<file path="src/rtl/fetch_unit.sv">
// fetch_unit -- instruction fetch sequencer.
// Reads an opcode byte at i_pc and, depending on the decoded length, up to
// two operand bytes. The assembled bundle is presented on o_opcode/o_operand
// with o_valid until the execute stage consumes it.
// Build option: define FETCH_WAIT_EN to honour i_ready for memory wait
// states. When it is undefined every read completes in a single cycle and
// i_ready is ignored, although the port is still present.
module fetch_unit (
    input  logic        i_clk,
    input  logic        i_rst_n,
    input  logic [15:0] i_pc,
    output logic        o_pc_inc,
    output logic [15:0] o_addr,
    output logic        o_rd_en,
    input  logic [7:0]  i_data,
    input  logic        i_ready,
    input  logic [1:0]  i_len,
    output logic [7:0]  o_opcode,
    output logic [15:0] o_operand,
    output logic        o_valid,
    output logic        o_illegal,
    input  logic        i_consume,
    input  logic        i_flush
);

    typedef enum logic [1:0] {
        FETCH_OP = 2'd0,
        FETCH_LO = 2'd1,
        FETCH_HI = 2'd2,
        HOLD     = 2'd3
    } state_t;

    state_t      state_q;
    logic [7:0]  opcode_q;
    logic [15:0] operand_q;
    logic        three_byte_q;   // bundle needs a high operand byte
    logic        valid_q;
    logic        illegal_q;

    logic        ready_eff;
    logic        rd_done;

`ifdef FETCH_WAIT_EN
    assign ready_eff = i_ready;
`else
    // Memory is assumed zero-wait; i_ready is deliberately left unused.
    logic unused_ready;
    assign unused_ready = i_ready;
    assign ready_eff    = 1'b1;
`endif

    // The address always follows the PC; pc_control advances it on o_pc_inc.
    assign o_addr   = i_pc;
    // A read is outstanding in every fetch state; reset masks it immediately.
    assign o_rd_en  = i_rst_n && (state_q != HOLD);
    assign rd_done  = o_rd_en && ready_eff;
    // Increment only for a read that actually lands; a flush throws it away.
    assign o_pc_inc = rd_done && !i_flush;

    assign o_opcode  = opcode_q;
    assign o_operand = operand_q;
    assign o_valid   = valid_q;
    assign o_illegal = illegal_q;

    // Fetch sequencer: state, bundle latches and registered status outputs.
    always_ff @(posedge i_clk) begin
        if (!i_rst_n) begin
            state_q      <= FETCH_OP;
            opcode_q     <= 8'h00;
            operand_q    <= 16'h0000;
            three_byte_q <= 1'b0;
            valid_q      <= 1'b0;
            illegal_q    <= 1'b0;
        end else if (i_flush) begin
            // Redirect: drop whatever was in flight, latches untouched.
            state_q <= FETCH_OP;
            valid_q <= 1'b0;
        end else begin
            case (state_q)
                FETCH_OP: begin
                    if (rd_done) begin
                        opcode_q     <= i_data;
                        operand_q    <= 16'h0000;
                        three_byte_q <= (i_len == 2'd3);
                        // Length 0 is undefined; run it as a one-byte bundle.
                        illegal_q    <= (i_len == 2'd0);
                        if (i_len[1]) begin
                            state_q <= FETCH_LO;
                        end else begin
                            state_q <= HOLD;
                            valid_q <= 1'b1;
                        end
                    end
                end
                FETCH_LO: begin
                    if (rd_done) begin
                        operand_q[7:0] <= i_data;
                        if (three_byte_q) begin
                            state_q <= FETCH_HI;
                        end else begin
                            state_q <= HOLD;
                            valid_q <= 1'b1;
                        end
                    end
                end
                FETCH_HI: begin
                    if (rd_done) begin
                        operand_q[15:8] <= i_data;
                        state_q         <= HOLD;
                        valid_q         <= 1'b1;
                    end
                end
                HOLD: begin
                    if (i_consume) begin
                        state_q <= FETCH_OP;
                        valid_q <= 1'b0;
                    end
                end
                default: begin
                    state_q <= FETCH_OP;
                    valid_q <= 1'b0;
                end
            endcase
        end
    end

endmodule
</file>
<file path="config.mk">
export PLATFORM = sky130hd
export DESIGN_NAME = fetch_unit
export DESIGN_NICKNAME = d
export VERILOG_FILES = /design/src/rtl/fetch_unit.sv
export SDC_FILE = /design/constraint.sdc
export NUM_CORES = 1
export LEC_CHECK = 0
export BUFFER_PORTS_ARGS = -buffer_cell sky130_fd_sc_hd__buf_2
export CAP_MARGIN = 40
export CORE_ASPECT_RATIO = 2
export CORE_MARGIN = 8
export CORE_UTILIZATION = 40
export DETAILED_ROUTE_END_ITERATION = 8
export PLACE_DENSITY_LB_ADDON = 0.15
export RECOVER_POWER = 25
export SKIP_CTS_REPAIR_TIMING = 1
export SYNTH_ARGS = -nofsm -noshare
export SYNTH_HDL_FRONTEND = slang
export SYNTH_SLANG_ARGS = --single-unit
</file>
<file path="constraint.sdc">
create_clock -name i_clk -period 1.6 [get_ports i_clk]
set_input_delay 0.32 -clock i_clk [delete_from_list [all_inputs] [get_ports i_clk]]
set_output_delay 0.32 -clock i_clk [all_outputs]
set_load 0.02 [all_outputs]
</file>
==> summary.md, run 1 <==
| Metric | Value |
|---|---|
| Final worst path period share | 106% |
| Final-report setup violation count | 3 |
| RSZ-0062 raised after global routing | yes |
| Root Driver | clkbuf_8 |
| CTS tree | done |
| Sequential area share after synthesis | 40.6% |
| Tot Pwr | 1.67 mW |
| Sinks on Clock Net | 29 |
| Main synth FF type | dfxtp_1 |
| Clock skew | around 0.0041 ns |
| GRT overflow | 0 |
| Share of post-route cells with drive strength above 1 | a little over two fifths |
| Mapped Cells | 153 |
| GP Congestion | between 0.7 and 0.8 |
| Port bufs | 41 |
| WL per Instance | 15.2 um |
| Status | complete, but fails checks |
| Vias in the first global route | 1,276 |
| Io pins | 75 |
| Pin count of the biggest net entering global routing | 12 |
| Fmax | 587 MHz |
| N_diodes | 0 |
| Top delay family on crit path | simple AND/OR/NAND/NOR gates |
| Post-Synthesis Cell Area | approximately 0.0014 mm^2 |
| H-tree levels | 2 |
| Slowest CP cell | or3b_4 |
| CP max FO | 4 |
| Synth warnings | 0 |
| HP Class | input port to flip-flop |
| Antenna violations before repair | 0 |
| Syn-to-layout area delta | 30.3% |
| Hold Vio Cnt, Final | 0 |
| Met2 WL | 1860 um |
| Post-Route M1 WL | 1520 um |
| Dpl hpwl | 2770 um |
| Drc violations | 0 |
| Final WS setup | -0.103 ns |
| DR vias/cell | approximately 5.2 |
| CP endpoint kind | output pin |
| DIE AREA | 0.00586 mm^2 |
| Total Routing Usage GR | around an eighth |
| Clk_lat worst skew | about 0.28 ns |
| Placed Area | 0.00165 mm^2 |
| Drt total wl | roughly 3800 um |
| Count of cell types in the netlist | 34 |
| # rows | 31 |
| Design area | ~0.0019 mm^2 |
| Startpoint types | flip-flop |
| CORE AREA | 0.00353 mm^2 |
| Total CTS buffers | 5 |
| Vias | 1,284 |
| Initial Utilization | between 40% and 50% |
| Max Slew Vio Count | 0 |
| Post-synth ARST share | 0% |
| CP startpoint | state_q[1] |
| First-pass DRT Iterations | 4 |
| Die width | 58.3 um |
| Worst Max-Slew Pin Slew | 0.397 ns |
| Crit-path cells | ha_4 > or3b_4 > clkinv_8 > buf_8 |
| Syn Area/Cell | 9.34 um^2 |
| Count of state elements after synthesis | 29 |
| Max stage delay on crit path | between 0.4 and 0.5 ns |
| Nets | 234 |
| Crit path time final | 1.70 ns |
| Top sig layer | met4 |
| Failing checks | setup timing |
| Clk slew on worst S/H paths | 0.07 ns |
| Worst path required time | between 1 and 1.5 ns |
| Clk buf depth | 2 |
| Die Span Y | 101 um |
| Syn Nets | 190 |
| Setup CP Type | flip-flop to output pin |
| WL met3 | 300 um |
| Max Cap Viol | 0 |
| Hold path startpoint | i_data[0] |
| Relative max-transition margin | about three quarters |
| Peak VDD IR | 0.635 mV |
| PwrDens | 896 mW/mm^2 |
| First-pass GRT wire length | 5880 um |
| Initial DRC Count | 26 |
| RR Startpoint | state_q[1] |
| CP bufs+invs | 2 |
| Pleak | 0.831 nW |
| Post-synth EDFFs | 0 |
| Post-route ant nets | 0 |
| Critical Path AT | 1.38 ns |
==> state kept, by name, indices dropped and copies added, names as in the netlist <==
signal	count
o_operand	16
o_opcode	8
state_q	2
o_illegal	1
o_valid	1
three_byte_q	1
==> cell type report <==
cell class / instances / area (um^2)
Fill cell: 343 / 1670
Multi-Input combinational cell: 94 / 714
Sequential cell: 29 / 588
Timing Repair Buffer: 61 / 377
Clock buffer: 5 / 68.8
Tap cell: 49 / 61.3
Inverter: 6 / 35.0
Clock inverter: 3 / 17.5
==> cells in the mapped netlist, types with 2 or more instances <==
cell | n | area share, %
dfxtp_1 | 29 | 41
nand2_1 | 18 | 4.7
buf_4 | 16 | 8.4
a21boi_1 | 15 | 7.9
a22o_1 | 9 | 5.5
nand4_1 | 8 | 3.5
o21ai_0 | 8 | 2.8
ha_1 | 6 | 5.3
clkbuf_1 | 5 | 1.3
inv_1 | 5 | 1.3
a21boi_0 | 3 | 1.6
nor2_1 | 3 | 0.79
nor2b_1 | 3 | 1.3
a211oi_1 | 2 | 1.1
a21oi_1 | 2 | 0.70
buf_6 | 2 | 1.6
or2b_1 | 2 | 1.1
==> report_power, final <==
part	switching [mW]	leakage (nW)	internal, mW
clock	0.286	0.0439	0.299
sequential	0.0158	0.237	0.745
combinational	0.173	0.550	0.148
==> metrics by stage <==
step	setup slack (ns)	TNS, ns	hold WS (ns)	utilization (%)	cells
finish	-0.103	-0.254	0.282	52.7	247
global route	-0.138	-0.478	0.284	52.7	247
CTS	-0.313	-0.866	0.273	49.3	242
global placement	-0.0339	-0.0925	0.440	46.8	234
floorplan	0.00325	0	0.446	-	153
detailed placement	-0.0368	-0.125	0.451	46.8	234
==> cells in the final DEF, fill, tap and decap left out, types with 5 or more instances in the layout <==
cell      Yosys  final
nand2_1      18     18
buf_4        16     17
o21ai_0       8      8
a21boi_1     15     16
buf_2         1     40
dfxtp_1      29     27
a22o_1        9      9
nand4_1       8      8
clkbuf_8      0      5
==> worst paths after layout <==
path                  end  slack, ns  depth (start not counted)
max              o_pc_inc      -0.10                          4
min          o_operand[8]       0.28                          2
max reg2reg    state_q[0]      -0.06                          6
min reg2reg   o_opcode[6]       0.45                          2
==> metal layers <==
layer  track usage (%)  vias up
met1              13.7      614
met5                 0        -
met3              5.50        7
met4              5.13        0
li1                  -      608
met2              21.0       55
==> kinds of logic (layout without fill, tap and decap cells) <==
group                    after synthesis  after routing  share of synthesized area, %
AO/OA/AOI/OAI                         45             45                          23.5
AND/OR/NAND/NOR                       43             43                          16.6
buffers and inverters                 30             75                          14.1
flip-flops                            29             29                          40.6
adder cells (fa/ha/maj)                6              6                          5.25
(Power assumes the default switching activity.)
==> run 2, diff against run 1 <==
- PLACE_DENSITY: unset -> 0.72
- PLACE_DENSITY_LB_ADDON: 0.15 -> unset
==> run 2 against run 1 <==
Effect of this change: the run still ends with setup timing left; sequential share of layout area increased by 0.37 points; cell count decreased by 0.81%; largest cell class unchanged; largest power group is now clock; critical endpoint unchanged; cell area decreased by 1.1%; power increased by 9.9%; first-iteration DRC count decreased by 27%; register-to-register slack about the same; routed wire length decreased by 5.2%; worst setup slack improved by 0.0035 ns; worst hold slack improved by 0.013 ns; non-clock buffer count decreased by 2; maximum frequency increased by 0.20%.
==> summary.md, run 2 (synthesis gave the netlist of run 1 again) <==
| Metric | Value |
|---|---|
| Sw Ratio | 24.3% |
| DIE AREA | between 0.005 and 0.006 mm^2 |
| Drc violations | 0 |
| First-pass DRT Iterations | 4 |
| Fmax | 588 MHz |
| WL per Instance | 14.5 um |
| Nets | 232 |
| Final WS setup | -0.0999 ns |
| GRT overflow | 0 |
| Pint | 1.39 mW |
| H-tree levels | 2 |
| Clk pwr share | 42.1% |
| Startpoint types | flip-flop |
| PwrDens | 996 mW/mm^2 |
| Die width | 58.3 um |
| Clock skew | a little over 0.007 ns |
| Syn-to-layout area delta | 28.8% |
| Worst path required time | 1.28 ns |
| CORE AREA | between 0.003 and 0.004 mm^2 |
| Placed Area | 0.00165 mm^2 |
| Setup CP Type | flip-flop to output pin |
| Design area | 0.00184 mm^2 |
| Sw power | roughly 450 uW |
| Pleak | 0.827 nW |
| Vias in the first global route | 1,289 |
| Sinks on Clock Net | 29 |
| Peak VDD IR | 0.975 mV |
| Post-route ant nets | 0 |
| Initial Utilization | 40.5% |
| Pin count of the biggest net entering global routing | 23 |
| Total Routing Usage GR | 12.7% |
| HP Class | input port to flip-flop |
| # rows | 31 |
| Vias | approximately 1,300 |
| Share of post-route cells with drive strength above 1 | 41.8% |
| Tot Pwr | 1.83 mW |
| Dpl cells | 233 |
| CP endpoint kind | output pin |
| Io pins | 75 |
| Max Cap Viol | 0 |
| Critical Path AT | 1.38 ns |
| Hold Vio Cnt, Final | 0 |
| Clk buf depth | 2 |
| Initial DRC Count | 19 |
| GP Congestion | 0.798 |
| CP max FO | 4 |
| Failing checks | setup timing |
| Relative max-transition margin | 77.8% |
| Finished Layout Cells | 245 |
| Root Driver | clkbuf_8 |
| Dpl hpwl | 2730 um |
| Die Span Y | 101 um |
| CTS tree | done |
| Total CTS buffers | 5 |
| Antenna violations before repair | 0 |
| Max Slew Vio Count | 0 |
| First-pass GRT wire length | 5870 um |
| Sequential fraction of design power | between 40% and 50% |
| Worst slack, placed | -0.0499 ns |
| Drt total wl | about 3600 um |
| Max FFs per register | 16 |
| Status | complete, but fails checks |
| Worst Max-Slew Pin Slew | 0.334 ns |
| DR vias/cell | 5.10 |
| Crit path time final | 1.70 ns |
| Final-report setup violation count | 4 |
| Final worst path period share | 106% |
| Port bufs | 41 |
| Commonest cells after routing, fill and taps aside | buf_2, dfxtp_1, nand2_1 |
| RSZ-0062 raised after global routing | yes |
| Clk_lat worst skew | ~0.28 ns |
| N_diodes | 0 |
| Most common cell after layout, fill and taps aside | buf_2 |
| Clk slew on worst S/H paths | 0.06 ns |
| Gate power share | 16.3% |
| Setup slack, reg-to-reg | -0.06 ns |
## run 2: critical path: stages, from the launching register on
cell	delay [ns]
dfxtp_4	0.37
ha_4	0.16
or3b_4	0.41
clkinv_8	0.07
buf_8	0.10
## run 2: power groups by stage
stage | sequential (mW) | clock (mW) | combinational [mW]
floorplan | 0.800 | 0 | 0.206
global placement | 0.776 | 0 | 0.276
detailed placement | 0.778 | 0 | 0.282
CTS | 0.762 | 0.794 | 0.284
global route | 0.765 | 0.830 | 0.329
finish | 0.763 | 0.772 | 0.298
## run 2: final timing paths
| path | end | start | cells after the start |
|---|---|---|---|
| worst max-delay path | o_pc_inc | state_q[1] | 4 |
| worst min-delay path | o_operand[8] | i_data[0] | 2 |
| worst max register to register | state_q[0] | state_q[0] | 5 |
| worst min register to register | o_opcode[0] | o_opcode[0] | 2 |
## run 2: area by class of cell
class	count	area, um^2
Fill cell	345	1690
Tap cell	49	61.3
Sequential cell	29	588
Clock buffer	7	86.3
Timing Repair Buffer	59	360
Multi-Input combinational cell	94	679
Inverter	6	35.0
Clock inverter	1	30.0
## run 2: per-stage QoR
step	util [%]	hold slack [ns]	TNS [ns]
2_1_floorplan	-	0.446	0
3_3_place_gp	46.6	0.439	-0.00461
3_5_place_dp	46.6	0.446	-0.0761
4_1_cts	49.9	0.284	-0.718
5_1_grt	52.1	0.302	-0.638
6_report	52.1	0.295	-0.227
## run 2: routing by layer
| metal | vias to the layer above | wire length [um] | global-route usage, % |
|---|---|---|---|
| met1 | 592 | 1460 | 13.7 |
| met5 | - | 0 | 0 |
| met3 | 5 | 350 | 5.88 |
| met2 | 50 | 1700 | 20.2 |
| li1 | 603 | - | - |
| met4 | 0 | 46 | 6.27 |
==> run 3, diff against run 2 <==
- ABC_AREA: unset -> 1
- CORE_UTILIZATION: 40 -> 39
- PLACE_DENSITY: 0.72 -> 0.71
==> run 3 against run 2 <==
Effect of this change: the run now ends clean; clock-buffer cell count fell by 1; synthesized area is 4.5% lower; non-clock buffer count is 8 lower; clock power is 26% lower; highest routed layer unchanged.
==> summary.md, run 3 <==
| Metric | Value |
|---|---|
| Status | finished clean |
| Peak VDD IR | 0.568 mV |
| Count of cell types in the netlist | 17 |
| Clk slew on worst S/H paths | 0.06 ns |
| Die Span Y | between 90 and 100 um |
| Startpoint types | flip-flop |
| Sequential area share after synthesis | 42.5% |
| Post-synth ARST share | 0% |
| Total Routing Usage GR | 12.6% |
| Drc violations | 0 |
| CP startpoint | state_q[0] |
| RR Startpoint | state_q[1] |
| Max stage delay on crit path | 0.37 ns |
| Relative max-transition margin | 83.0% |
| FF-to-FF End | o_opcode[5] |
| CP max FO | 6 |
| Die width | 57.8 um |
| Fmax | 649 MHz |
| N_diodes | 0 |
| Top delay family on crit path | flip-flops |
| Setup CP Type | flip-flop to output pin |
| Post-synth EDFFs | 0 |
| First-pass GRT wire length | 5530 um |
| Post-synth top cells | nand2_1, dfxtp_1, nor2_1, a21oi_1, buf_4 |
| DR vias/cell | 4.86 |
| Top Usage Layer GRT | met2 |
| CP endpoint kind | output pin |
| Crit path time final | 1.54 ns |
| TNS Setup | 0 ns |
| Cell taking the most area after synthesis | dfxtp_1 |
| Total CTS buffers | 5 |
| Slowest CP cell | dfxtp_4 |
| Dpl cells | between 200 and 250 |
| Initial Utilization | 40.4% |
| R2R cell count | 8 |
| Main synth FF type | dfxtp_1 |
| GRT met1 Usage | 10.7% |
| Drt total wl | 3520 um |
| Worst Max-Slew Pin Slew | 0.256 ns |
| Post-Synthesis Cell Area | 0.00137 mm^2 |
| Setup slack, reg-to-reg | 0.13 ns |
| Pleak | 0.788 nW |
| Clk buf depth | 2 |
| Antenna violations before repair | 0 |
| GRT overflow | 0 |
| Levels on crit path | 5 |
| Setup crit end | o_pc_inc |
| Sinks on Clock Net | 29 |
| Worst path required time | 1.28 ns |
| Port bufs | slightly above 40 |
| Max Cap Viol | 0 |
| Clk_lat worst skew | between 0.2 and 0.3 ns |
| Critical Path AT | 1.22 ns |
| CP bufs+invs | 2 |
| Initial DRC Count | 26 |
| Crit-path cells | ha_4 > nor2_4 > nand2_4 > inv_2 > buf_6 |
| Nets | 255 |
| H-tree levels | 2 |
| Mapped Cells | 179 |
| Most common cell after layout, fill and taps aside | buf_2 |
| PwrDens | 959 mW/mm^2 |
| Final worst path period share | 96.4% |
| Hold Vio Cnt, Final | 0 |
| M2 GR Usage | 22.7% |
| Root Driver | clkbuf_8 |
| DIE AREA | 0.00576 mm^2 |
| Vias | ~1,200 |
| Met3 Use GR | 5.56% |
| Pin count of the biggest net entering global routing | 17 |
| Dpl hpwl | 2680 um |
| Syn Area/Cell | 7.63 um^2 |
| Io pins | 75 |
| Syn-to-layout area delta | 21.3% |
| Finished Layout Cells | 251 |
| Worst slack, placed | slightly below 0.04 ns |
| Synth top area cells | dfxtp_1, nand2_1, buf_4 |
| Max FFs per register | 16 |
| Count leader, synth | nand2_1 |
| Filler Cells Inserted | 365 |
| CTS tree | done |
| WL per Instance | 14.0 um |
| CORE AREA | around 0.0034 mm^2 |
| RSZ-0062 raised after global routing | no |
| Clock skew | 0.00718 ns |
| Post-route ant nets | 0 |
| Hold path startpoint | i_len[0] |
| Syn Nets | 216 |
| Hold path cells | 3 |
| Max Slew Vio Count | 0 |
| Synth warnings | 0 |
| Vias in the first global route | around 1,200 |
| Final-report setup violation count | 0 |
| Share of post-route cells with drive strength above 1 | 32.0% |
| Final WS setup | 0.0581 ns |
| GP Congestion | 0.808 |
| # rows | 30 |
| Commonest cells after routing, fill and taps aside | buf_2, nand2_1, dfxtp_1 |
| Count of state elements after synthesis | 29 |
| HP Class | input port to flip-flop |
| First-pass DRT Iterations | 4 |
| Area share of the largest cell type after synthesis | a little over two fifths |
run 3: cell count changes in the layout (fill, tap and decap cells not counted), moves of 3 or more:
cell | previous run | this run
nor2_1 | 3 | 23
nand2_1 | 18 | 36
a21oi_1 | 2 | 19
a21boi_1 | 15 | 0
inv_1 | 2 | 12
nand3_1 | 1 | 11
a22o_1 | 9 | 0
nand4_1 | 8 | 0
buf_4 | 17 | 10
nor2_4 | 0 | 4
a21boi_0 | 3 | 0
nor2b_1 | 3 | 0
o21ai_0 | 8 | 11
run 3: per-layer routing:
layer  routed length, um  share of wire [%]
met4                  85                2.4
met1                1200                 34
met3                 295                8.4
met5                   0                  0
met2                1930                 55
run 3: cells by family (layout without fill, tap and decap cells):
| group | count (synthesis) | in the layout | synth area share [%] |
|---|---|---|---|
| buffers and inverters | 36 | 75 | 14.8 |
| AO/OA/AOI/OAI | 32 | 32 | 12.2 |
| adder cells (fa/ha/maj) | 6 | 6 | 5.50 |
| AND/OR/NAND/NOR | 76 | 77 | 24.9 |
| flip-flops | 29 | 29 | 42.5 |
run 3: area by class of cell:
class,count,area [um^2],share of cell area (%)
Sequential cell,29,586,35.4
Inverter,16,62.6,3.78
Clock inverter,2,10.0,0.605
Tap cell,32,40.0,2.42
Timing Repair Buffer,51,284,17.2
Multi-Input combinational cell,115,601,36.3
Clock buffer,6,72.6,4.38
run 3: through the flow:
stage          total power, mW  instance area [um^2]  util (%)  hold slack [ns]
5_1_grt                   1.67                  1660      49.0            0.310
3_5_place_dp              1.02                  1530      45.2            0.447
2_1_floorplan            0.983                  1370         -            0.452
6_report                  1.59                  1660      49.0            0.309
3_3_place_gp              1.02                  1530      45.2            0.443
4_1_cts                   1.59                  1610      47.7            0.309
run 3: worst min-delay path: stages:
cell	delay (ns)
buf_2	0.10
nand3_1	0.07
a21oi_1	0.05
run 3: worst min-delay path by stage:
stage / end / slack [ns]
3_3_place_gp: o_operand[10] / 0.44
6_report: three_byte_q / 0.31
5_1_grt: o_opcode[2] / 0.31
4_1_cts: o_opcode[2] / 0.31
3_5_place_dp: o_operand[15] / 0.45
2_1_floorplan: three_byte_q / 0.45
run 3: power by group:
group / switching, mW / internal, mW
registers: 0.0188 / 0.750
logic: 0.159 / 0.0922
clock network: 0.268 / 0.300
total: 0.446 / 1.14
